[src/rtl/sfx_sequencer.sv]
// Sound-effect sequencer: latches jump/death/score pulses, arbitrates by priority
// (dead > score > jump) and plays each effect as a tick-paced half-period program.
module sfx_sequencer #(
  parameter int unsigned TICK_DIV    = 100000,
  parameter int unsigned JUMP_HP     = 100000,
  parameter int unsigned JUMP_STEP   = 128,
  parameter int unsigned JUMP_TICKS  = 150,
  parameter int unsigned DEAD_HP     = 200000,
  parameter int unsigned DEAD_STEP   = 128,
  parameter int unsigned DEAD_TICKS  = 600,
  parameter int unsigned SCORE_HP1   = 56818,
  parameter int unsigned SCORE_HP2   = 42563,
  parameter int unsigned SCORE_TICKS = 80,
  parameter int unsigned GAP_TICKS   = 20,
  parameter int unsigned HP_MIN      = 1000
) (
  input  logic        CLK100MHZ,
  input  logic        reset,
  input  logic        jump_evt,
  input  logic        dead_evt,
  input  logic        score_evt,
  input  logic        mute,
  output logic        tone_en,
  output logic [23:0] half_period,
  output logic [1:0]  active_id,
  output logic        busy
);
  // state | meaning
  // IDLE  | nothing playing, grant highest pending request
  // PLAY  | effect program running, tone enabled unless muted
  // GAP   | silent spacer after an effect
  typedef enum logic [1:0] {S_IDLE, S_PLAY, S_GAP} state_t;

  localparam int unsigned PW = (TICK_DIV > 1) ? $clog2(TICK_DIV) : 1;
  localparam int unsigned CW = 16;

  localparam logic [1:0] ID_JUMP  = 2'd1;
  localparam logic [1:0] ID_SCORE = 2'd2;
  localparam logic [1:0] ID_DEAD  = 2'd3;

  localparam logic [PW-1:0] L_TICK_LAST = PW'(TICK_DIV - 1);
  localparam logic [CW-1:0] L_JUMP_T    = CW'(JUMP_TICKS);
  localparam logic [CW-1:0] L_DEAD_T    = CW'(DEAD_TICKS);
  localparam logic [CW-1:0] L_SCORE_T1  = CW'(SCORE_TICKS);
  localparam logic [CW-1:0] L_SCORE_T2  = CW'(2 * SCORE_TICKS);
  localparam logic [CW-1:0] L_GAP_T     = CW'(GAP_TICKS);
  localparam logic [23:0]   L_JUMP_HP   = 24'(JUMP_HP);
  localparam logic [23:0]   L_JUMP_STEP = 24'(JUMP_STEP);
  localparam logic [23:0]   L_DEAD_HP   = 24'(DEAD_HP);
  localparam logic [23:0]   L_DEAD_STEP = 24'(DEAD_STEP);
  localparam logic [23:0]   L_SCORE_HP1 = 24'(SCORE_HP1);
  localparam logic [23:0]   L_SCORE_HP2 = 24'(SCORE_HP2);
  localparam logic [23:0]   L_HP_MIN    = 24'(HP_MIN);
  localparam logic [24:0]   L_JUMP_THR  = 25'(HP_MIN) + 25'(JUMP_STEP);
  localparam logic [23:0]   L_DEAD_THR  = 24'hFFFFFF - 24'(DEAD_STEP);

  state_t          r_state, w_state_nxt;
  logic [2:0]      r_pend, w_pend_nxt, w_clr;
  logic [PW-1:0]   r_presc;
  logic [CW-1:0]   r_cnt, w_cnt_nxt, w_cnt_inc;
  logic [23:0]     r_hp, w_hp_nxt;
  logic [1:0]      r_eff, w_eff_nxt;
  logic            w_tick, w_grant;
  logic [1:0]      w_grant_id;

  assign w_tick    = (r_presc == L_TICK_LAST);
  assign w_cnt_inc = r_cnt + 1'b1;

  always_comb begin
    w_state_nxt = r_state;
    w_cnt_nxt   = r_cnt;
    w_hp_nxt    = r_hp;
    w_eff_nxt   = r_eff;
    w_grant     = 1'b0;
    w_grant_id  = 2'd0;
    w_clr       = 3'b000;
    case (r_state)
      S_IDLE: begin
        if (r_pend != 3'b000) begin
          w_grant    = 1'b1;
          w_grant_id = r_pend[2] ? ID_DEAD : (r_pend[1] ? ID_SCORE : ID_JUMP);
        end
      end
      S_PLAY: begin
        if (r_pend[2] && r_eff != ID_DEAD) begin
          w_grant    = 1'b1;
          w_grant_id = ID_DEAD;
        end else if (w_tick) begin
          w_cnt_nxt = w_cnt_inc;
          case (r_eff)
            ID_JUMP: begin
              w_hp_nxt = ({1'b0, r_hp} >= L_JUMP_THR) ? r_hp - L_JUMP_STEP : L_HP_MIN;
              if (w_cnt_inc == L_JUMP_T) w_state_nxt = S_GAP;
            end
            ID_DEAD: begin
              w_hp_nxt = (r_hp <= L_DEAD_THR) ? r_hp + L_DEAD_STEP : 24'hFFFFFF;
              if (w_cnt_inc == L_DEAD_T) w_state_nxt = S_GAP;
            end
            default: begin
              if (w_cnt_inc == L_SCORE_T1) w_hp_nxt = L_SCORE_HP2;
              if (w_cnt_inc == L_SCORE_T2) w_state_nxt = S_GAP;
            end
          endcase
          if (w_state_nxt == S_GAP) w_cnt_nxt = '0;
        end
      end
      S_GAP: begin
        if (r_pend[2] && r_eff != ID_DEAD) begin
          w_grant    = 1'b1;
          w_grant_id = ID_DEAD;
        end else if (w_tick) begin
          w_cnt_nxt = w_cnt_inc;
          if (w_cnt_inc == L_GAP_T) begin
            w_state_nxt = S_IDLE;
            w_cnt_nxt   = '0;
          end
        end
      end
      default: w_state_nxt = S_IDLE;
    endcase
    if (w_grant) begin
      w_state_nxt = S_PLAY;
      w_cnt_nxt   = '0;
      w_eff_nxt   = w_grant_id;
      case (w_grant_id)
        ID_DEAD:  begin w_hp_nxt = L_DEAD_HP;   w_clr = 3'b100; end
        ID_SCORE: begin w_hp_nxt = L_SCORE_HP1; w_clr = 3'b010; end
        default:  begin w_hp_nxt = L_JUMP_HP;   w_clr = 3'b001; end
      endcase
    end
  end

  // a pulse landing on its own grant edge survives the clear
  assign w_pend_nxt = (r_pend & ~w_clr) | {dead_evt, score_evt, jump_evt};

  always_ff @(posedge CLK100MHZ or posedge reset) begin
    if (reset) begin
      r_state <= S_IDLE;
      r_pend  <= 3'b000;
      r_presc <= '0;
      r_cnt   <= '0;
      r_hp    <= 24'd0;
      r_eff   <= 2'd0;
    end else begin
      r_state <= w_state_nxt;
      r_pend  <= w_pend_nxt;
      r_presc <= (w_grant || w_tick) ? '0 : r_presc + 1'b1;
      r_cnt   <= w_cnt_nxt;
      r_hp    <= w_hp_nxt;
      r_eff   <= w_eff_nxt;
    end
  end

  assign tone_en     = (r_state == S_PLAY) && !mute;
  assign busy        = (r_state != S_IDLE);
  assign active_id   = (r_state == S_PLAY) ? r_eff : 2'd0;
  assign half_period = r_hp;

endmodule

[config.mk]
export PLATFORM = sky130hd
export DESIGN_NAME = sfx_sequencer
export DESIGN_NICKNAME = d
export VERILOG_FILES = /design/src/rtl/sfx_sequencer.sv
export SDC_FILE = /design/constraint.sdc
export NUM_CORES = 1
export LEC_CHECK = 0
export ABC_AREA = 0
export BUFFER_PORTS_ARGS = -buffer_cell sky130_fd_sc_hd__buf_2
export CORE_ASPECT_RATIO = 1.75
export CORE_UTILIZATION = 61
export DETAILED_ROUTE_END_ITERATION = 6
export PLACE_DENSITY = 0.78
export SLEW_MARGIN = 20
export SYNTH_ARGS = -nofsm -noshare
export SYNTH_HDL_FRONTEND = slang
export SYNTH_SLANG_ARGS = --single-unit
[constraint.sdc]
create_clock -name CLK100MHZ -period 3 [get_ports CLK100MHZ]
set_clock_uncertainty 0.05 [all_clocks]
set_input_delay 0.3 -clock CLK100MHZ [delete_from_list [all_inputs] [get_ports CLK100MHZ]]
set_output_delay 0.3 -clock CLK100MHZ [all_outputs]
set_load 0.01 [all_outputs]
==> qor.yml, run 1 <==
status:
  outcome: "finished, final reports clean"
sta:
  tightestPinTransition_ps: 1014
  achievable-frequency_ghz: 0.3495
  finalMaxSlewViolations: 0
  slew_headroom_pct: 31.70
  grt_setup_unrepaired: "false"
  hold_viol: 0
  finalCriticalPeriod_ps: 2861
  number_of_setup_violations_in_the_final_report: 0
  final_min_period_over_clock_period_pct: 95.38
yosys:
  synth_enable_flop_cells: 0
  yosys.area.top_type: "sky130_fd_sc_hd__dfrtp_1"
  synth_cell_types: 72
  synth.avg_cell_area_um2: 8.293
  seq_area_frac_synth_pct: 34.18
  yosys_warnings: 0
  postSynth.asyncResetShare_pct: 100.0
  post_synth_instance_area_mm2: 0.004686
  synth_fp_nets: 580
  synth.top_cell.area_share_pct: 34.18
  synth.area.top_cells: "sky130_fd_sc_hd__dfrtp_1 34%, sky130_fd_sc_hd__nand2_1 5.4%, sky130_fd_sc_hd__nor2_1 3.9%"
  syn_inst: 565
  postSynth.topFlopCell: "sky130_fd_sc_hd__dfrtp_1"
  synth-seq-cells: 64
critical_path:
  worstSetupPathType: "reg2reg"
  critical-path-top-cell-by-count: "sky130_fd_sc_hd__buf_4"
  crit_required_ps: 3170
  regToRegEndpoint: "half_period[17]$_DFFE_PP0P_"
  critical_path_buf_inv_count: 3
  cp_num_cells: 10
  worstPathCellList: "inv_1 -> ha_1 -> a21boi_1 -> o21ai_1 -> buf_4 -> a31oi_2 -> o21a_2 -> buf_4 -> nand3_1 -> o22a_1"
  critPathCaptureType: "flop"
  worstPathArrival_ps: 3030
  endpoint: "half_period[17]$_DFFE_PP0P_"
  worst_path_max_delay_cell: "sky130_fd_sc_hd__dfrtp_1"
  setup.worst_path.start_class: "flop"
  max_stage_delay_ps: 390
  crit_fanout: 6
  cp-startpoint: "r_state[0]$_DFFE_PP0P_"
  critical-path-top-delay-family: "compound AO/OA/AOI/OAI gates"
  worst_r2r_startpoint: "r_state[0]$_DFFE_PP0P_"
  reg2reg_depth: 10
  reg2reg_slack_ps: 140
finish:
  layout-area-overhead-vs-synth_pct: 17.46
  final_instance_count_without_filler_cells: 710
  final_net_count: 634
  fill_cells: 568
  antenna_fix_cells: 0
  final_layout_size_suffix_gt1_share_pct: 20.03
detailed_routing:
  totalWireLength_um: 14860
  postRouteAntennaNets: 0
  drcViolationCount: 0
  dr.first_iter.drc_count: 586
  firstDrtPassIters: 5
  routed_wire_length_per_instance_um: 20.92
  vias: 4881
  avgViaCountPerCell: 6.875
placement:
  numPlacedInstances: 694
  place_congestion: 0.9981
  port-buffer-count: 33
  hpwl_um: 10430
floorplanning:
  die-area_mm2: 0.008049
  floorplan.die.height_um: 117.9
  ioPinCount: 34
  rows: 41
  chipWidth_um: 68.25
  design.core.area_mm2: 0.007336
  floorplan.initialDensity_pct: 63.88
clocking:
  path_clk_slew_ps: 60
  clock_latency_ps: 330
  number_of_buffers_on_the_longest_clock_path: 2
  cts.htree.levels: 3
  cts_post_setup_buffers_inserted: 0
  cts_sinks: 64
  clk_tree_root_cell: "sky130_fd_sc_hd__clkbuf_16"
  tritoncts: "done"
  cts_buffers: 9
global_routing:
  grt_first_pass_wirelength_um: 24560
  largest_net_degree_at_the_start_of_global_routing: 46
  overflow_left_after_global_routing: 0
  grtUsageTotal_pct: 40.87
  grt_antenna_before_repair: 0
  first_global_vias: 4835
flow_run:
  cap_viol_max_count: 0
pwr:
  p_leak_nw: 2.343
  fin_total_pwr_w: 0.005271
  largest_vdd_supply_drop_mv: 0.5720
  power-per-cell-area_mw_per_mm2: 957.8
min_path:
  hold_class: "in2async"
-- area by class of cell --
| class | instances | area [um^2] | area share (%) |
|---|---|---|---|
| Clock inverter | 3 | 42.54 | 0.7729 |
| Sequential cell | 64 | 1602 | 29.10 |
| Multi-Input combinational cell | 446 | 2909 | 52.85 |
| Clock buffer | 13 | 240.2 | 4.365 |
| Tap cell | 86 | 107.6 | 1.955 |
| Inverter | 17 | 65.06 | 1.182 |
| Timing Repair Buffer | 81 | 538.0 | 9.775 |
-- flip-flops by register name (all words and copies together) (netlist names) --
name and cells:
r_presc 17, r_cnt 16, r_eff 2, half_period 24, r_state 2, r_pend 3
-- routing by layer --
layer	up-vias	part of all wire, %	GRT usage [%]	routed length, um
li1	2200	-	-	-
met1	2349	35	45.53	5239
met2	248	50	63.11	7501
met3	84	7.2	13.66	1077
met4	0	7.0	27.73	1037
met5	-	0	0	0
-- cells by family after synthesis --
group	count (synthesis)	share of synthesized area [%]
AOI/OAI and AO/OA	145	22.08
xor gates and xnor gates	33	6.168
adders and majority gates	9	2.403
buffers and inverters	55	4.726
DFF	64	34.18
muxes	12	3.178
and+or+nand+nor	247	27.26
-- synth_stat cells, types with 4 or more instances --
| cell type | instances |
|---|---|
| sky130_fd_sc_hd__nand4_1 | 14 |
| sky130_fd_sc_hd__o211ai_1 | 24 |
| sky130_fd_sc_hd__a21o_1 | 7 |
| sky130_fd_sc_hd__buf_2 | 8 |
| sky130_fd_sc_hd__or2_2 | 4 |
| sky130_fd_sc_hd__inv_1 | 17 |
| sky130_fd_sc_hd__a21oi_1 | 19 |
| sky130_fd_sc_hd__a31oi_1 | 6 |
| sky130_fd_sc_hd__a22o_1 | 4 |
| sky130_fd_sc_hd__nor2_1 | 49 |
| sky130_fd_sc_hd__nor4_1 | 11 |
| sky130_fd_sc_hd__and2_1 | 4 |
| sky130_fd_sc_hd__clkbuf_1 | 27 |
| sky130_fd_sc_hd__a221o_1 | 6 |
| sky130_fd_sc_hd__xnor2_1 | 13 |
| sky130_fd_sc_hd__dfrtp_1 | 64 |
| sky130_fd_sc_hd__o21ai_0 | 29 |
| sky130_fd_sc_hd__and3_1 | 10 |
| sky130_fd_sc_hd__xor2_1 | 20 |
| sky130_fd_sc_hd__nand3_1 | 26 |
| sky130_fd_sc_hd__or3_1 | 6 |
| sky130_fd_sc_hd__o31ai_1 | 7 |
| sky130_fd_sc_hd__mux2i_1 | 4 |
| sky130_fd_sc_hd__ha_1 | 9 |
| sky130_fd_sc_hd__nand2_1 | 68 |
| sky130_fd_sc_hd__a221oi_1 | 4 |
| sky130_fd_sc_hd__nor4b_1 | 4 |
| sky130_fd_sc_hd__mux2_4 | 5 |
| sky130_fd_sc_hd__nor3_1 | 27 |
-- power by group --
group	leakage, nW	total, W	switching, W	internal (W)
Clock	0.134	0.00103	0.000383	0.000643
Sequential	0.829	0.00125	0.000200	0.00105
Combinational	1.38	0.00300	0.00186	0.00114
Total	2.34	0.00527	0.00244	0.00283
-- worst reg2reg max path, stage by stage (launching register included) --
cell	delay (ps)
sky130_fd_sc_hd__dfrtp_1	390
sky130_fd_sc_hd__inv_1	140
sky130_fd_sc_hd__ha_1	300
sky130_fd_sc_hd__a21boi_1	260
sky130_fd_sc_hd__o21ai_1	170
sky130_fd_sc_hd__buf_4	200
sky130_fd_sc_hd__a31oi_2	310
sky130_fd_sc_hd__o21a_2	300
sky130_fd_sc_hd__buf_4	160
sky130_fd_sc_hd__nand3_1	210
sky130_fd_sc_hd__o22a_1	270
-- placed cells by master (no fill, tap or decap), types with 10 or more instances in the layout --
master	instances
sky130_fd_sc_hd__dfrtp_1	64
sky130_fd_sc_hd__nand2_1	68
sky130_fd_sc_hd__a21oi_1	18
sky130_fd_sc_hd__nor2_1	49
sky130_fd_sc_hd__xnor2_1	13
sky130_fd_sc_hd__buf_4	47
sky130_fd_sc_hd__inv_1	16
sky130_fd_sc_hd__nor3_1	27
sky130_fd_sc_hd__nand4_1	14
sky130_fd_sc_hd__o211ai_1	24
sky130_fd_sc_hd__xor2_1	20
sky130_fd_sc_hd__nand3_1	26
sky130_fd_sc_hd__and3_1	10
sky130_fd_sc_hd__nor4_1	10
sky130_fd_sc_hd__o21ai_0	29
sky130_fd_sc_hd__buf_2	33
-- metrics by stage --
stage               utilization, %  instance area, um^2  worst slack (ps)  hold slack, ps  TNS (ps)
floorplan                        -                 4686             243.1           342.3         0
global placement             70.63                 5181             113.6           413.2         0
detailed placement           70.63                 5181            -49.43           419.5    -299.3
CTS                          74.54                 5468             27.21           106.9         0
global route                 75.03                 5504             45.51           114.2         0
finish                       75.03                 5504             138.6           53.27         0
-- worst min path at each step --
stage | to | slack (ps) | depth (start not counted)
global route | half_period[19]$_DFFE_PP0P_ | 110 | 2
global placement | r_pend[0]$_DFF_PP0_ | 410 | 1
floorplan | r_pend[0]$_DFF_PP0_ | 340 | 1
detailed placement | r_pend[0]$_DFF_PP0_ | 420 | 1
finish | half_period[19]$_DFFE_PP0P_ | 50 | 2
CTS | r_pend[2]$_DFF_PP0_ | 110 | 2
-- repair_timing --
item | 4_1_cts | 5_1_grt
hold buffers | 0 | 0
pin swaps | 0 | 1
resized for setup | 1 | 8
endpoints found under the setup margin | 19 | 30
(Power assumes the default switching activity.)
==> run 2, diff against run 1 <==
GPL_TIMING_DRIVEN = 0   (was unset)
==> run 2 against run 1 <==
Compared with the run above:
- global-route usage decreased by 1.9 points
- sequential share of layout area decreased by 0.17 points
- combinational power is 1% lower
- worst hold slack gained 50 ps
- cell count is 0.42% higher
- maximum frequency down 2.5%
- final area grew 0.66%
- first-iteration DRC count shrank 3.6%
- critical path depth down 1
- critical endpoint is now half_period[14]$_DFFE_PP0P_
==> qor.yml, run 2 (synthesis gave the netlist of run 1 again) <==
clocking:
  path_clk_slew_ps: 60  # about the same
  number_of_buffers_on_the_longest_clock_path: 2  # unchanged
  cts_buffers: 9  # unchanged
  clk_tree_root_cell: "sky130_fd_sc_hd__clkbuf_16"  # unchanged
  cts.htree.levels: 3  # unchanged
  tritoncts: "done"  # unchanged
  clock_latency_ps: 340  # was 330 ps
  cts_sinks: 64  # unchanged
detailed_routing:
  top_signal_layer_used: "met4"  # unchanged
  avgViaCountPerCell: 6.891  # was 6.875
  wl_met1_um: 5106  # was 5239 um
  firstDrtPassIters: 7  # was 5
  vias: 4913  # was 4881
  dr.first_iter.drc_count: 565  # was 586
  drcViolationCount: 0  # unchanged
  dr_wl_met2_um: 7579  # was 7501 um
  postRouteAntennaNets: 0  # unchanged
  totalWireLength_um: 14620  # was 14860 um
  route.met3.wl_um: 978  # was 1077 um
  routed_wire_length_per_instance_um: 20.50  # was 20.92 um
critical_path:
  setup.worst_path.start_class: "flop"  # unchanged
  worst_r2r_startpoint: "r_cnt[0]$_DFFE_PP0P_"  # was r_state[0]$_DFFE_PP0P_
  worstPathArrival_ps: 3150  # was 3030 ps
  regToRegEndpoint: "half_period[14]$_DFFE_PP0P_"  # was half_period[17]$_DFFE_PP0P_
  reg2reg_slack_ps: 70  # was 140 ps
  cp-startpoint: "r_cnt[0]$_DFFE_PP0P_"  # was r_state[0]$_DFFE_PP0P_
  crit_required_ps: 3220  # was 3170 ps
  worstSetupPathType: "reg2reg"  # unchanged
  reg2reg_depth: 9  # was 10
  crit_fanout: 9  # was 6
  critPathCaptureType: "flop"  # unchanged
finish:
  fill_cells: 579  # was 568
  layout.cells.most_common_list: "68 x sky130_fd_sc_hd__nand2_1, 63 x sky130_fd_sc_hd__dfrtp_1, 48 x sky130_fd_sc_hd__nor2_1"  # was 68 x sky130_fd_sc_hd__nand2_1, 64 x sky130_fd_sc_hd__dfrtp_1, 49 x sky130_fd_sc_hd__nor2_1
  layout.cells.most_common: "sky130_fd_sc_hd__nand2_1"  # unchanged
  multi_input_comb_area_mm2: 0.002989  # was 0.002909 mm^2
  largest_register_ff_count: 24  # unchanged
  final_cell_area_mm2: 0.005540  # was 0.005504 mm^2
  antenna_fix_cells: 0  # unchanged
  final_layout_size_suffix_gt1_share_pct: 19.30  # was 20.03%
  final_net_count: 638  # was 634
  layout-area-overhead-vs-synth_pct: 18.24  # was 17.46%
  register_area_mm2: 0.001603  # was 0.001602 mm^2
  final_instance_count_without_filler_cells: 713  # was 710
global_routing:
  overflow_left_after_global_routing: 0  # unchanged
  grtUsageTotal_pct: 39.01  # was 40.87%
  grt_first_pass_wirelength_um: 23390  # was 24560 um
  largest_net_degree_at_the_start_of_global_routing: 59  # was 46
  grt_antenna_before_repair: 0  # unchanged
  first_global_vias: 4728  # was 4835
pwr:
  largest_vdd_supply_drop_mv: 0.6124  # was 0.5720 mV
  switching_share_pct: 47.38  # was 46.36%
  power_spent_charging_and_discharging_nets_w: 0.002495  # was 0.002444 W
  power_frac_comb_pct: 56.2  # was 56.9%
  clock_power_share_pct: 20.4  # was 19.5%
  seq_power_share_pct: 23.4  # was 23.6%
  internal_power_w: 0.002771  # was 0.002828 W
  p_leak_nw: 2.310  # was 2.343 nW
  power-per-cell-area_mw_per_mm2: 950.5  # was 957.8 mW/mm^2
sta:
  number_of_setup_violations_in_the_final_report: 0  # unchanged
  achievable-frequency_ghz: 0.3408  # was 0.3495 GHz
  final.setup.tns_ps: 0  # unchanged
  fin_hold_ws_ps: 103.3  # was 53.27 ps
  hold_viol: 0  # unchanged
  slew_headroom_pct: 34.12  # was 31.70%
  finalCriticalPeriod_ps: 2934  # was 2861 ps
  final_min_period_over_clock_period_pct: 97.81  # was 95.38%
  tightestPinTransition_ps: 974.5  # was 1014 ps
  finalMaxSlewViolations: 0  # unchanged
floorplanning:
  ioPinCount: 34  # unchanged
  rows: 41  # unchanged
  floorplan.initialDensity_pct: 63.88  # unchanged
  floorplan.die.height_um: 117.9  # unchanged
  die-area_mm2: 0.008049  # unchanged
  chipWidth_um: 68.25  # unchanged
  design.core.area_mm2: 0.007336  # unchanged
placement:
  place_congestion: 0.9862  # was 0.9981
  hpwl_um: 10110  # was 10430 um
  placed_area_mm2: 0.004989  # was 0.005181 mm^2
  numPlacedInstances: 685  # was 694
  port-buffer-count: 33  # unchanged
min_path:
  hold_class: "in2reg"  # was in2async
  hold_depth: 2
  end_of_the_worst_hold_path: "r_pend[1]$_DFF_PP0_"
  hold_path_startpoint: "score_evt"
flow_run:
  cap_viol_max_count: 0  # unchanged
status:
  outcome: "finished, final reports clean"  # unchanged
==> run 2: worst max path at each step <==
stage	endpoint	slack (ps)	cells after the start
final	half_period[14]$_DFFE_PP0P_	70	9
after global routing	half_period[14]$_DFFE_PP0P_	-60	8
after CTS	half_period[10]$_DFFE_PP0P_	8	9
after detailed placement	r_cnt[8]$_DFFE_PP0P_	-460	10
after global placement	r_cnt[3]$_DFFE_PP0P_	-450	10
after floorplan	half_period[23]$_DFFE_PP0P_	240	10
==> run 2: final cells by class <==
cell class              instances  area share [%]
clock buffers                  11           4.562
plain buffers                  38           3.162
well taps                      86           1.942
clock inverters                 4          0.9711
repair buffers                 47           5.285
inverters                      17           1.197
multi-input cells             446           53.95
flip-flops and latches         64           28.93
==> run 2: timing repair <==
item	in CTS	in global routing
setup endpoints to repair	31	39
buffers inserted	2	10
resized for setup	15	29
hold buffers	1	0
gates cloned	0	0
pin swaps	1	6
endpoints found under the hold margin	6	0
==> run 2: worst max-delay path, cell delays in order (launching register included) <==
cell                      delay, ps
sky130_fd_sc_hd__dfrtp_2        440
sky130_fd_sc_hd__ha_1           200
sky130_fd_sc_hd__buf_2          170
sky130_fd_sc_hd__nand4_1        230
sky130_fd_sc_hd__nor2_1          90
sky130_fd_sc_hd__or3_1          310
sky130_fd_sc_hd__a221o_2        460
sky130_fd_sc_hd__o21a_4         270
sky130_fd_sc_hd__nor3_1         440
sky130_fd_sc_hd__a221o_1        200
==> run 2: power by group through the flow <==
stage | sequential (W) | clock [W] | combinational, W
finish | 0.00123 | 0.00107 | 0.00296
CTS | 0.00122 | 0.00108 | 0.00270
floorplan | 0.00124 | 0 | 0.00183
detailed placement | 0.00123 | 0 | 0.00262
global route | 0.00125 | 0.00112 | 0.00320
global placement | 0.00122 | 0 | 0.00257
==> run 2: per-stage QoR <==
stage          total power [W]  util [%]  worst slack [ps]
5_1_grt               0.005574     75.52            -62.74
3_3_place_gp          0.003793     67.59            -450.6
2_1_floorplan         0.003069         -             243.1
3_5_place_dp          0.003849     68.00            -455.9
4_1_cts               0.004999     73.22             8.110
6_report              0.005266     75.52             65.62
==> run 2: per-layer routing <==
metal  GRT usage (%)  up-vias
met1           43.22     2332
met2           63.11      279
met4           26.17        0
met5               0        -
li1                -     2209
met3           9.109       93
==> run 3, diff against run 2 <==
REMOVE_ABC_BUFFERS = 1   (was unset)
SLEW_MARGIN = unset   (was 20)
==> run 3 against run 2 <==
Compared with the run above:
- worst hold slack got worse by 69 ps
- die area unchanged
- critical path depth down 1
- first-iteration DRC count grew 36%
- final area fell by 1.7%
- highest routed layer unchanged
==> qor.yml, run 3 (synthesis gave the netlist of run 1 again) <==
floorplanning:
  chipWidth_um: 68.25  # unchanged
  design.core.area_mm2: 0.007336  # unchanged
  die-area_mm2: 0.008049  # unchanged
  rows: 41  # unchanged
  floorplan.die.height_um: 117.9  # unchanged
  ioPinCount: 34  # unchanged
  floorplan.initialDensity_pct: 63.88  # unchanged
detailed_routing:
  postRouteAntennaNets: 0  # unchanged
  firstDrtPassIters: 7  # unchanged
  dr.first_iter.drc_count: 770  # was 565
  avgViaCountPerCell: 7.136  # was 6.891
  drcViolationCount: 0  # unchanged
  totalWireLength_um: 14210  # was 14620 um
  routed_wire_length_per_instance_um: 21.08  # was 20.50 um
  vias: 4810  # was 4913
critical_path:
  worst_r2r_startpoint: "r_state[0]$_DFFE_PP0P_"  # was r_cnt[0]$_DFFE_PP0P_
  worstPathCellList: "inv_1 -> ha_1 -> a21boi_2 -> o21ai_4 -> a21o_2 -> nand2_1 -> o311a_1 -> a211o_1"  # was ha_1 -> buf_2 -> nand4_1 -> nor2_1 -> or3_1 -> a221o_2 -> o21a_4 -> nor3_1 -> a221o_1
  worstPathArrival_ps: 3160  # was 3150 ps
  crit_fanout: 9  # unchanged
  worstSetupPathType: "reg2reg"  # unchanged
  regToRegEndpoint: "half_period[10]$_DFFE_PP0P_"  # was half_period[14]$_DFFE_PP0P_
  max_stage_delay_ps: 460  # about the same
  reg2reg_slack_ps: 10  # was 70 ps
  setup.worst_path.start_class: "flop"  # unchanged
  cp-startpoint: "r_state[0]$_DFFE_PP0P_"  # was r_cnt[0]$_DFFE_PP0P_
  endpoint: "half_period[10]$_DFFE_PP0P_"  # was half_period[14]$_DFFE_PP0P_
  worst_path_max_delay_cell: "sky130_fd_sc_hd__o311a_1"  # was sky130_fd_sc_hd__a221o_2
  crit_required_ps: 3170  # was 3220 ps
  reg2reg_depth: 8  # was 9
  critPathCaptureType: "flop"  # unchanged
global_routing:
  grtUsageTotal_pct: 37.81  # was 39.01%
  grt_antenna_before_repair: 0  # unchanged
  grt_first_pass_wirelength_um: 23000  # was 23390 um
  overflow_left_after_global_routing: 0  # unchanged
  met2_usage_pct: 58.82  # was 63.11%
  grt_met1_use_pct: 42.95  # was 43.22%
  largest_net_degree_at_the_start_of_global_routing: 35  # was 59
  grt.busiest_layer: "met2"  # unchanged
  gr_layer_usage_met3_pct: 11.53  # was 9.109%
  first_global_vias: 4630  # was 4728
clocking:
  hold_buffers: 0  # was 1
  clock_latency_ps: 340  # about the same
  cts_buffers: 9  # unchanged
  number_of_buffers_on_the_longest_clock_path: 2  # unchanged
  clk_tree_root_cell: "sky130_fd_sc_hd__clkbuf_16"  # unchanged
  cts_sinks: 64  # unchanged
  cts.htree.levels: 3  # unchanged
  path_clk_slew_ps: 60  # about the same
  tritoncts: "done"  # unchanged
sta:
  final_min_period_over_clock_period_pct: 99.59  # was 97.81%
  final.setup.tns_ps: 0  # unchanged
  final_worst_path_setup_slack_ps: 12.41  # was 65.62 ps
  finalMaxSlewViolations: 0  # unchanged
  hold_viol: 0  # unchanged
  number_of_setup_violations_in_the_final_report: 0  # unchanged
  slew_headroom_pct: 29.87  # was 34.12%
  finalCriticalPeriod_ps: 2988  # was 2934 ps
  grt_setup_unrepaired: "true"
  tightestPinTransition_ps: 1037  # was 974.5 ps
  achievable-frequency_ghz: 0.3347  # was 0.3408 GHz
pwr:
  internal_power_w: 0.002748  # was 0.002771 W
  largest_vdd_supply_drop_mv: 0.8410  # was 0.6124 mV
  power_frac_comb_pct: 53.7  # was 56.2%
  power_spent_charging_and_discharging_nets_w: 0.002563  # was 0.002495 W
  seq_power_share_pct: 27.6  # was 23.4%
  p_leak_nw: 2.186  # was 2.310 nW
  switching_share_pct: 48.26  # was 47.38%
  power-per-cell-area_mw_per_mm2: 974.8  # was 950.5 mW/mm^2
  clock_power_share_pct: 18.7  # was 20.4%
placement:
  numPlacedInstances: 649  # was 685
  port-buffer-count: 33  # unchanged
  pre_cts_ws_ps: -948.9  # was -455.9 ps
  place_congestion: 0.9569  # was 0.9862
  placed_area_mm2: 0.004873  # was 0.004989 mm^2
  hpwl_um: 9237  # was 10110 um
finish:
  final_cell_area_mm2: 0.005448  # was 0.005540 mm^2
  final_layout_size_suffix_gt1_share_pct: 20.24  # was 19.30%
  layout.cells.most_common: "sky130_fd_sc_hd__nand2_1"  # unchanged
  antenna_fix_cells: 0  # unchanged
  largest_register_ff_count: 24  # unchanged
  layout-area-overhead-vs-synth_pct: 16.26  # was 18.24%
  final_instance_count_without_filler_cells: 674  # was 713
  layout.cells.most_common_list: "68 x sky130_fd_sc_hd__nand2_1, 56 x sky130_fd_sc_hd__dfrtp_1, 46 x sky130_fd_sc_hd__nor2_1"  # was 68 x sky130_fd_sc_hd__nand2_1, 63 x sky130_fd_sc_hd__dfrtp_1, 48 x sky130_fd_sc_hd__nor2_1
  final_net_count: 598  # was 638
  post-route-util_pct: 74.26  # was 75.52%
min_path:
  hold_class: "in2async"  # was in2reg
flow_run:
  cap_viol_max_count: 0  # unchanged
status:
  outcome: "finished, final reports clean"  # unchanged
[run 3: power by group through the flow]
stage	registers [W]	logic (W)	clock network (W)
after global routing	0.00149	0.00308	0.00104
after global placement	0.00142	0.00216	0
after detailed placement	0.00143	0.00233	0
final	0.00147	0.00285	0.000993
after CTS	0.00142	0.00259	0.00100
after floorplan	0.00136	0.00158	0
[run 3: layer usage]
metal	wire length (um)	up-vias
li1	-	2131
met1	5093	2284
met2	7210	311
met3	1021	84
met4	879	0
met5	0	-
[run 3: per-stage QoR]
step | hold WS, ps | power, W
final | 34.65 | 0.005310
after global routing | 108.2 | 0.005604
after CTS | 56.52 | 0.005015
after detailed placement | 419.9 | 0.003759
after global placement | 413.2 | 0.003579
after floorplan | 342.3 | 0.002941
[run 3: area by class of cell]
type	count	area (um^2)
sequential	64	1612
multi-input combinational	446	3062
inverter	17	63.81
clock inverter	6	43.79
timing repair buffer	45	320.3
clock buffer	10	239.0
tap	86	107.6
fill	554	1888
[run 3: worst max-delay path: cells and delay by family (launching register included)]
family	cells	cell delay (ps)
DFF	1	400
AOI/OAI and AO/OA	5	1570
adders and majority gates	1	300
buffers and inverters	1	240
and+or+nand+nor	1	310
[run 3: worst min path at each step]
stage / to / slack (ps) / cells after the start
after global placement: r_pend[0]$_DFF_PP0_ / 410 / 1
after detailed placement: half_period[19]$_DFFE_PP0P_ / 420 / 2
after floorplan: r_pend[0]$_DFF_PP0_ / 340 / 1
after global routing: half_period[19]$_DFFE_PP0P_ / 110 / 2
after CTS: half_period[19]$_DFFE_PP0P_ / 60 / 2
final: half_period[19]$_DFFE_PP0P_ / 30 / 2
[run 3: timing repair]
action | 4_1_cts | 5_1_grt
pin swaps | 4 | 4
endpoints found under the setup margin | 40 | 39
buffers inserted | 6 | 3
gates cloned | 0 | 0
resized for setup | 20 | 26
